## src/rtl/fetch_pkg.sv

```systemverilog
// Shared types and defaults for the instruction-fetch sequencer.
package fetch_pkg;

    localparam int          FETCH_XLEN         = 32;
    localparam logic [31:0] FETCH_RESET_VECTOR = 32'h8000_0000;
    localparam int          FETCH_PC_INC       = 4;

    typedef enum logic [1:0] {
        S_IDLE,
        S_REQ,
        S_WAIT,
        S_HOLD
    } fetch_state_e;

endpackage

```

## src/rtl/fetch_ctrl_pc_reg.sv

```systemverilog
// Program counter register: redirect load wins over sequential increment.
module pc_reg
    import fetch_pkg::*;
#(
    parameter int               XLEN         = FETCH_XLEN,
    parameter logic [XLEN-1:0]  RESET_VECTOR = FETCH_RESET_VECTOR,
    parameter int               PC_INC       = FETCH_PC_INC
) (
    input  logic            clk,
    input  logic            rst,
    input  logic            inc,
    input  logic            load,
    input  logic [XLEN-1:0] target,
    output logic [XLEN-1:0] pc
);

    always_ff @(posedge clk or negedge rst) begin
        if (!rst) begin
            pc <= RESET_VECTOR;
        end else if (load) begin
            pc <= target;
        end else if (inc) begin
            pc <= pc + XLEN'(PC_INC);
        end
    end

endmodule

```

## src/rtl/fetch_ctrl.sv

```systemverilog
// Instruction-fetch sequencer: req/gnt/rvalid to imem, valid/ready to decode.
// Optional FETCH_MISALIGN_CHECK_EN rejects redirects to non-word targets.
module fetch_ctrl
    import fetch_pkg::*;
#(
    parameter int               XLEN         = FETCH_XLEN,
    parameter logic [XLEN-1:0]  RESET_VECTOR = FETCH_RESET_VECTOR,
    parameter int               PC_INC       = FETCH_PC_INC
) (
    input  logic            clk,
    input  logic            rst,
    output logic            imem_req,
    output logic [XLEN-1:0] imem_addr,
    input  logic            imem_gnt,
    input  logic            imem_rvalid,
    input  logic [XLEN-1:0] imem_rdata,
    output logic            instr_valid,
    output logic [XLEN-1:0] instr_data,
    output logic [XLEN-1:0] instr_pc,
    input  logic            instr_ready,
    input  logic            redirect_valid,
    input  logic [XLEN-1:0] redirect_pc,
    output logic [XLEN-1:0] pc_o
`ifdef FETCH_MISALIGN_CHECK_EN
    ,
    output logic            misalign_err
`endif
);

    fetch_state_e state;
    logic         drop_pending;
    logic         redir;
    logic         pc_inc;

`ifdef FETCH_MISALIGN_CHECK_EN
    logic misal;

    assign misal = redirect_valid && (redirect_pc[1:0] != 2'b00);
    assign redir = redirect_valid && !misal;

    always_ff @(posedge clk or negedge rst) begin
        if (!rst) begin
            misalign_err <= 1'b0;
        end else begin
            misalign_err <= misal;
        end
    end
`else
    assign redir = redirect_valid;
`endif

    assign pc_inc = (state == S_WAIT) && imem_rvalid
                  && !drop_pending && !redir;

    pc_reg #(
        .XLEN         (XLEN),
        .RESET_VECTOR (RESET_VECTOR),
        .PC_INC       (PC_INC)
    ) u_pc (
        .clk    (clk),
        .rst    (rst),
        .inc    (pc_inc),
        .load   (redir),
        .target (redirect_pc),
        .pc     (pc_o)
    );

    // HOLD may issue the next fetch alongside the decode handshake,
    // but never for a fall-through address that a redirect is replacing.
    assign imem_req  = (state == S_REQ)
                     || ((state == S_HOLD) && instr_ready && !redir);
    assign imem_addr = pc_o;

    always_ff @(posedge clk or negedge rst) begin
        if (!rst) begin
            state        <= S_IDLE;
            drop_pending <= 1'b0;
            instr_valid  <= 1'b0;
            instr_data   <= '0;
            instr_pc     <= '0;
        end else begin
            unique case (state)
                S_IDLE: begin
                    state <= S_REQ;
                end
                S_REQ: begin
                    if (imem_gnt) begin
                        state        <= S_WAIT;
                        drop_pending <= redir;
                    end
                end
                S_WAIT: begin
                    if (imem_rvalid) begin
                        if (redir || drop_pending) begin
                            drop_pending <= 1'b0;
                            state        <= S_REQ;
                        end else begin
                            instr_data  <= imem_rdata;
                            instr_pc    <= pc_o;
                            instr_valid <= 1'b1;
                            state       <= S_HOLD;
                        end
                    end else if (redir) begin
                        drop_pending <= 1'b1;
                    end
                end
                S_HOLD: begin
                    if (redir) begin
                        state <= S_REQ;
                    end else if (instr_ready) begin
                        instr_valid <= 1'b0;
                        state <= imem_gnt ? S_WAIT : S_REQ;
                    end
                end
            endcase
            if (redir && (state != S_IDLE)) begin
                instr_valid <= 1'b0;
            end
        end
    end

endmodule

```

## config.mk

```make
export PLATFORM = sky130hd
export DESIGN_NAME = fetch_ctrl
export DESIGN_NICKNAME = d
export VERILOG_FILES = /design/src/rtl/fetch_pkg.sv /design/src/rtl/fetch_ctrl_pc_reg.sv /design/src/rtl/fetch_ctrl.sv
export SDC_FILE = /design/constraint.sdc
export NUM_CORES = 1
export LEC_CHECK = 0
export CORE_MARGIN = 4
export CORE_UTILIZATION = 43
export DETAILED_ROUTE_END_ITERATION = 16
export PLACE_DENSITY = 0.81
export RECOVER_POWER = 25
export SLEW_MARGIN = 20
export SYNTH_ARGS = -nofsm -noshare
export SYNTH_HDL_FRONTEND = slang
export SYNTH_SLANG_ARGS = --single-unit
```

## constraint.sdc

```tcl
create_clock -name clk -period 2.2 [get_ports clk]
set_input_delay 0.44 -clock clk [delete_from_list [all_inputs] [get_ports clk]]
set_output_delay 0.44 -clock clk [all_outputs]
set_load 0.05 [all_outputs]
```

**Yosys cells after proc, flatten, opt, wreduce, memory -nomap -nowiden**

Cells that the tools add are included.

- Output and inout bits: 130
- Bits in registers: 100

- Muxes and demuxes: 20
- Eq/ne operators: 12
- Add/subtract/negate cells: 1
- Reductions and logical operators: 19
- Bitwise operators: 1

Operator list:

| operator | count |
|---|---|
| $mux W32 | 2 |
| $add A32 B3 Y32 const B | 1 |
| $ne A3 B2 Y1 const B | 5 |
| $mux W2 | 6 |
| $mux W1 | 9 |
| $pmux W2 S4 | 1 |
| $logic_and A1 B1 Y1 | 6 |
| $ne A3 B3 Y1 const B | 2 |
| $reduce_and A3 Y1 | 2 |
| $reduce_bool A2 Y1 | 3 |
| $reduce_and A5 Y1 | 1 |
| $eq A2 B2 Y1 const B | 2 |
| $ne A2 B2 Y1 const B | 2 |
| $pmux W1 S2 | 2 |
| $reduce_and A4 Y1 | 1 |
| $reduce_bool A3 Y1 | 1 |
| $eq A2 B1 Y1 const B | 1 |
| $logic_not A1 Y1 | 2 |
| $logic_not A2 Y1 | 1 |
| $logic_or A1 B1 Y1 | 2 |
| $not A1 Y1 | 1 |

**Depth between registers and ports, before layout**

Gate-level depths: netlist of the first run.

- Depth in word-level cells: 6
- Gate-level depth with buffers: 8
- Depth with buffers taken out: 7

**Cells and area by module**

From an unflattened synthesis of the first run, not the netlist that was laid out.

- Cell total of the unflattened synthesis: 408
- Area total of the unflattened synthesis: 4,808.4 um^2

Modules (own cells, without submodules):

| module | times used | cells each | seq. area each (um^2) | area an instance (um^2) |
|---|---|---|---|---|
| fetch_ctrl | 1 | 208 | 1,701.6 | 2,986.6 |
| pc_reg | 1 | 200 | 802.0 | 1,821.7 |

**Worst setup path after synthesis of the first run**

Ideal clock, no wire load.

- Kind: register to register
- Start point: register u_pc.pc[5]
- End point: register u_pc.pc[29]
- Arrival: 1,816 ps
- Setup slack: 253 ps
- Stages on the path, launching flop included: 7
- Cell sequence: dfrtp_1 -> and4_1 -> buf_6 -> nand4_4 -> nor4_2 -> xnor2_1 -> o21ai_1

- Cells in the longest elaborated chain, start to end: 3

RTL lines:

| item | RTL line | source |
|---|---|---|
| from (decl) | fetch_ctrl_pc_reg.sv:14 | `output logic [XLEN-1:0] pc` |
| from (signal assigned) | fetch_ctrl_pc_reg.sv:21 | `pc <= target;` |
| from (signal assigned) | fetch_ctrl_pc_reg.sv:23 | `pc <= pc + XLEN'(PC_INC);` |
| $add A32 B3 Y32 | fetch_ctrl_pc_reg.sv:23 |  |
| $mux W32 | fetch_ctrl_pc_reg.sv:22 | `end else if (inc) begin` |
| $mux W32 | fetch_ctrl_pc_reg.sv:20 | `end else if (load) begin` |

Every way passes these cells. The select of a mux whose other input is x is not followed.
A chain may end at the register's enable or synchronous reset.

**Final worst setup path of the first run**

- Start point: register u_pc.pc[10]
- End point: output port pc_o[10]

RTL lines:

| item | RTL line | source |
|---|---|---|
| to (decl) | fetch_ctrl.sv:23 | `output logic [XLEN-1:0] pc_o` |

No word-level cell between the ends.

==> key figures, run 1 <==
Route
  – Vias per std cell: 5.10
  – Via count: 3715
  – Iteration-0 DRC Markers: 143
  – Routed len/inst: 17.3 microns
  – Routed wire length: 12600 microns
  – # DRC: 0
  – Number of routed nets with antenna violations: 0
  – Number of iterations in the first detailed-routing pass: 4

Place
  – Gp weighted congestion: 0.839
  – Post-Place Worst Slack: -0.0556 ns
  – Number of port buffers: 199
  – Hpwl dp: 9580 microns
  – Post-DP Area: 0.00673 sq mm

Timing
  – Slew @ Worst Pin: 0.738 ns
  – Slew Limit Headroom: 50.8%
  – PnR worst setup slack: 0.0523 ns
  – Final hold violation count: 0
  – Setup Skew: 0.0121 ns
  – Final Critical Period: 2.15 ns
  – Setup-failing EPs final: 0
  – FMAX: 466 MHz
  – Crit share post-route: 97.6%
  – Final Slew Violations: 0

Synthesis
  – Register area share after synthesis: 52.8%
  – Number of synthesized flops with an enable pin: 0
  – Avg Cell Area, Syn: 11.7 sq um
  – Prevailing post-synth register cell: dfrtp_1
  – Synth Warn #: 0
  – Synth Instances: 405
  – Syn Std Cell Area: 0.00474 sq mm
  – Post-synth cell types: 36
  – Syn_nets: 481
  – Ys async rst share: 100%
  – Synthesized flop and latch total: 100

Global routing
  – Vias in the first global route: 3782
  – Pin count of the biggest net entering global routing: 56
  – GRT Residual Overflow: 0
  – First-pass GRT wire length: 20200 microns
  – Initial antenna violation count: 0
  – Total track usage: 19.8%

Power and ir drop
  – Max VDD drop: 839 uV
  – Power Density: 1340 mW/mm^2
  – Power Total: 9.33 mW
  – LEAKAGE: 3.02 nW

Worst setup path
  – Crit path cell chain: clkdlybuf4s50_1
  – CP Capture Type: primary output
  – Slowest Stage Delay on Critical Path: 0.86 ns
  – Crit-path slowest cell: clkdlybuf4s50_1
  – WP data required: 1.76 ns
  – CP Max Fanout: 6
  – Setup CP Type: register to primary output
  – CP startpoint kind: register
  – CP Data Arrival Time: 1.71 ns
  – CP delay by family, top: buffers and inverters
  – CP bufs+invs: 1

Clock tree
  – CTS tree: done
  – Root Buffer: clkbuf_8
  – H-tree level count: 3
  – Clk buf depth: 2
  – CTS buffer count: 9
  – Clk Latency, worst-skew pair: 0.36 ns
  – Setup bufs post-CTS: 0
  – Clock sinks: 100
  – Clock-pin slew on the worst setup and hold paths: 0.10 ns

Floorplanning
  – Chip Height: 113 microns
  – Core Rows: 38
  – Die X: 113 microns
  – Initial Util: 43.8%
  – Core area: 0.0108 sq mm
  – Die area: 0.0128 sq mm
  – IO Pins: 200

Final layout
  – Layout cell share with drive strength beyond 1: 18.8%
  – Layout Area Growth over Synthesis: 46.8%
  – Final Cell Area: 0.00696 sq mm
  – Layout Nets: 660
  – Inserted Diodes: 0
  – Fillers: 868

Hold path
  – Worst hold path class: primary input to register

Run
  – Max-Cap Viols: 0

Outcome
  – Status: complete, no violations
-- cells in the mapped netlist, types with 8 or more instances --
cell	number	area, sq um
o21ai_0	28	140
xor2_1	9	78.8
nand2_1	45	169
nand3_1	8	40.0
buf_4	33	248
clkbuf_1	8	30.0
xnor2_1	20	175
mux2_2	66	743
nand4_1	9	56.3
dfrtp_1	99	2480
-- repair_timing --
item                                   CTS  global route
endpoints found under the hold margin   25             0
setup endpoints to repair               13            12
hold buffers                             1             0
gates resized for setup                 13            11
-- cells in the final DEF, fill, tap and decap left out, types with 2 or more instances in the layout --
master | netlist | layout
a21oi_1 | 4 | 4
and2_1 | 3 | 3
and3_1 | 6 | 6
and4_1 | 4 | 4
buf_4 | 33 | 15
clkbuf_2 | 0 | 3
clkbuf_8 | 0 | 14
clkdlybuf4s50_1 | 0 | 171
dfrtp_1 | 99 | 99
dlygate4sd2_1 | 0 | 13
dlymetal6s2s_1 | 0 | 11
ha_1 | 6 | 6
inv_1 | 7 | 7
mux2_2 | 66 | 66
nand2_1 | 45 | 45
nand3_1 | 8 | 8
nand4_1 | 9 | 9
nand4_4 | 2 | 2
nor2_1 | 5 | 5
nor3_1 | 7 | 7
nor4_1 | 4 | 4
nor4_2 | 4 | 4
o21ai_0 | 28 | 28
o21ai_1 | 7 | 7
o31ai_1 | 2 | 2
xnor2_1 | 20 | 20
xor2_1 | 9 | 9
-- stage by stage --
| stage | std cells | hold slack [ns] | setup TNS (ns) | utilization, % |
|---|---|---|---|---|
| after floorplan | 405 | 0.144 | 0 | - |
| after global placement | 712 | 0.384 | 0 | 62.1 |
| after detailed placement | 712 | 0.386 | -1.13 | 62.1 |
| after CTS | 729 | 0.326 | 0 | 64.2 |
| after global routing | 729 | 0.474 | -0.0102 | 64.2 |
| final | 729 | 0.446 | 0 | 64.2 |
-- where the power goes --
group | leakage, nW | internal [mW] | switching [mW]
Clock | 0.119 | 0.684 | 0.618
Sequential | 1.24 | 2.48 | 0.431
Combinational | 1.66 | 1.86 | 3.26
-- layer usage --
| metal | track usage [%] | routed length (microns) | vias to the layer above |
|---|---|---|---|
| li1 | - | - | 1738 |
| met1 | 25.4 | 5300 | 1796 |
| met2 | 32.6 | 6070 | 163 |
| met3 | 5.29 | 1050 | 18 |
| met4 | 6.57 | 213 | 0 |
| met5 | 0 | 0 | - |
-- area by class of cell --
type / count / area (sq um) / share of cell area (%)
sequential: 100 / 2500 / 36.0
timing repair buffer: 217 / 2130 / 30.6
multi-input combinational: 249 / 1900 / 27.2
clock buffer: 14 / 193 / 2.77
tap: 140 / 175 / 2.52
clock inverter: 2 / 38.8 / 0.557
inverter: 7 / 26.3 / 0.377
-- cell families after synthesis --
| group | after synthesis | synth area share, % |
|---|---|---|
| and+or+nand+nor | 101 | 11.7 |
| DFF | 100 | 52.8 |
| AOI/OAI and AO/OA | 46 | 5.30 |
| buffers and inverters | 56 | 7.38 |
| muxes | 67 | 15.9 |
| adders and majority gates | 6 | 1.58 |
| xor gates and xnor gates | 29 | 5.35 |
-- final timing paths --
check / endpoint / startpoint / slack (ns) / cells after the start
worst max-delay path: pc_o[10] / u_pc.pc[10] / 0.05 / 1
worst min-delay path: instr_valid / redirect_valid / 0.45 / 2
worst max register to register: u_pc.pc[24] / u_pc.pc[5] / 0.27 / 5
worst min register to register: instr_pc[16] / instr_pc[16] / 0.51 / 1
max in group asynchronous: instr_pc[12] / rst / 0.29 / 3
min in group asynchronous: u_pc.pc[26] / rst / 0.65 / 2
Power figures use the tool's default switching activity.
==> run 2: changes to the inputs <==
==> constraint.sdc (replaced) <==
create_clock -name clk -period 2.2 [get_ports clk]
set_input_delay 0.33 -clock clk [delete_from_list [all_inputs] [get_ports clk]]
set_output_delay 0.33 -clock clk [all_outputs]
set_load 0.05 [all_outputs]
==> key figures, run 2 (synthesis results as in run 1) <==
Clock tree
  – Clock sinks: 100 (unchanged)
  – Root Buffer: clkbuf_8
  – Clock-pin slew on the worst setup and hold paths: 0.09 ns (about the same)
  – H-tree level count: 3 (unchanged)
  – Clk Latency, worst-skew pair: 0.35 ns (about the same)
  – CTS tree: done
  – CTS buffer count: 9 (unchanged)
  – Clk buf depth: 2 (unchanged)
  – Setup bufs post-CTS: 0 (unchanged)

Final layout
  – Most common cell after layout, fill and taps aside: clkdlybuf4s50_1
  – Layout Area Growth over Synthesis: 44.7%
  – Commonest cells after routing, fill and taps aside: clkdlybuf4s50_1, dfrtp_1, mux2_2, nand2_1, o21ai_0
  – Final Cell Area: 0.00687 sq mm (-1.4%)
  – Inserted Diodes: 0 (unchanged)
  – Layout cell share with drive strength beyond 1: 18.0% (-0.80 points)
  – Layout Nets: 653 (-1.1%)

Worst setup path
  – Crit-path slowest cell: clkdlybuf4s50_1
  – Worst r2r dst: u_pc.pc[10]
  – CP delay by family, top: buffers and inverters
  – CP startpoint kind: register
  – Crit path cell chain: clkdlybuf4s50_1
  – WP data required: 1.87 ns (+0.11 ns)
  – FF-to-FF path depth: 8 (+3)
  – CP bufs+invs: 1 (unchanged)
  – CP Max Fanout: 4 (-2)
  – CP Capture Type: primary output
  – Setup CP Type: register to primary output
  – Startpoint of the worst register-to-register path: state[0]
  – Slowest Stage Delay on Critical Path: 0.82 ns (-0.04 ns)
  – R2R setup slack: 0.21 ns (-0.06 ns)
  – CP Data Arrival Time: 1.78 ns (+0.07 ns)

Route
  – Via count: 3714 (-0.027%)
  – Number of iterations in the first detailed-routing pass: 4 (unchanged)
  – Vias per std cell: 5.14 (+0.94%)
  – Routed len/inst: 17.1 microns (-1.3%)
  – Routed wire length: 12300 microns (-2.3%)
  – # DRC: 0 (unchanged)
  – Iteration-0 DRC Markers: 125 (-13%)
  – Number of routed nets with antenna violations: 0 (unchanged)

Timing
  – Setup TNS: 0 ns (unchanged)
  – PnR worst setup slack: 0.0851 ns (+0.0329 ns)
  – Crit share post-route: 96.1% (-1.5 points)
  – RSZ-0062 raised after global routing: false
  – Slew Limit Headroom: 19.6% (-31 points)
  – Final Slew Violations: 0 (unchanged)
  – Slew @ Worst Pin: 1.21 ns (+0.468 ns)
  – Hold slack: 0.502 ns (+0.0562 ns)
  – Setup Skew: 0.0118 ns (-0.000299 ns)
  – Setup-failing EPs final: 0 (unchanged)
  – Final hold violation count: 0 (unchanged)
  – FMAX: 473 MHz (+1.6%)
  – Final Critical Period: 2.11 ns (-0.0329 ns)

Floorplanning
  – Die area: 0.0128 sq mm (unchanged)
  – Die X: 113 microns (unchanged)
  – Core area: 0.0108 sq mm (unchanged)
  – Chip Height: 113 microns (unchanged)
  – IO Pins: 200 (unchanged)
  – Core Rows: 38 (unchanged)
  – Initial Util: 43.8% (unchanged)

Global routing
  – Initial antenna violation count: 0 (unchanged)
  – GRT Residual Overflow: 0 (unchanged)
  – First-pass GRT wire length: 19900 microns (-1.4%)
  – Vias in the first global route: 3925 (+3.8%)
  – Met3 Usage GRT: 4.81% (-0.48 points)
  – Total track usage: 19.5% (-0.35 points)
  – Met1 Use GR: 24.0% (-1.5 points)
  – M2 GR Usage: 33.4% (+0.75 points)
  – Busiest grt layer: met2
  – Pin count of the biggest net entering global routing: 55 (-1.8%)

Place
  – Number of port buffers: 199 (unchanged)
  – Post-DP Area: 0.00668 sq mm (-0.74%)
  – Post-Place Worst Slack: 0.0122 ns (+0.0678 ns)
  – Gp weighted congestion: 0.826 (-1.6%)
  – Hpwl dp: 9430 microns (-1.5%)

Power and ir drop
  – Clock Power Share: 11.8% (-2.2 points)
  – Reg power frac: 31.9% (+0.7 points)
  – Internal power: 4.79 mW (-4.6%)
  – Sw Share: 47.4% (+1.2 points)
  – Max VDD drop: 1100 uV (+31%)
  – Power Density: 1330 mW/mm^2 (-1.0%)
  – LEAKAGE: 2.80 nW (-7.3%)
  – Sw Pwr: 4.31 mW (+0.10%)
  – Gate power share: 56.2% (+1.3 points)

Hold path
  – Hold Path Depth: 3 (+1)
  – Hold Path End: u_pc.pc[31]
  – Hold_sp: redirect_pc[31]
  – Worst hold path class: primary input to register

Run
  – Max-Cap Viols: 0 (unchanged)

Outcome
  – Status: complete, no violations
## run 2: changes by cell type in the layout (fill, tap and decap cells not counted), sizes merged
cell	previous run	this run
bufinv	1	0
clkdlybuf4s50	171	196
clkbuf	19	13
dlymetal6s2s	11	0
dlygate4sd2	13	0
clkinvlp	0	4
inv	7	8
buf	16	10
## run 2: what timing repair did
action / CTS / global route
hold buffers: 1 / 0
hold endpoints to repair: 11 / 0
resized for setup: 0 / 1
setup endpoints to repair: 0 / 2
## run 2: worst max path at each step
stage                      from             end  depth (start not counted)
detailed placement  imem_rvalid     instr_pc[5]                          5
CTS                 u_pc.pc[31]   imem_addr[31]                          1
floorplan            u_pc.pc[5]     u_pc.pc[29]                          6
finish              u_pc.pc[31]   imem_addr[31]                          1
global placement    imem_rvalid  instr_data[27]                          5
global route         u_pc.pc[4]    imem_addr[4]                          1
## run 2: per-stage QoR
step | total power [mW] | utilization (%) | instances
after floorplan | 6.30 | - | 405
after global placement | 7.97 | 61.6 | 705
after CTS | 9.20 | 63.4 | 722
final | 9.10 | 63.3 | 722
after detailed placement | 8.11 | 61.6 | 705
after global routing | 9.55 | 63.3 | 722
## run 2: final cells by class
cell class                      count  area (sq um)
Fill cell                         870          3980
Sequential cell                   100          2500
Clock inverter                      6          47.5
Tap cell                          140           175
Multi-Input combinational cell    249          1900
Clock buffer                       10           138
Inverter                            7          26.3
Timing Repair Buffer              210          2080
## run 2: layer usage
metal  wire length, microns  part of all wire [%]  up-vias
li1                       -                     -     1721
met1                   4990                    40     1803
met2                   6110                    49      167
met3                    953                   7.7       23
met4                    288                   2.3        0
met5                      0                     0        -
## run 2: tightest hold or removal path, delay by kind of cell
kind,cells,cell delay (ns)
buf+inv,1,0.40
simple gates,1,0.06
compound gates,1,0.06
## run 2: power by group through the flow
stage | Combinational, mW | Clock [mW] | Sequential (mW)
after CTS | 5.17 | 1.12 | 2.92
after global placement | 5.07 | 0 | 2.90
final | 5.12 | 1.08 | 2.91
after global routing | 5.35 | 1.20 | 3.00
after detailed placement | 5.16 | 0 | 2.95
after floorplan | 1.26 | 0 | 5.04
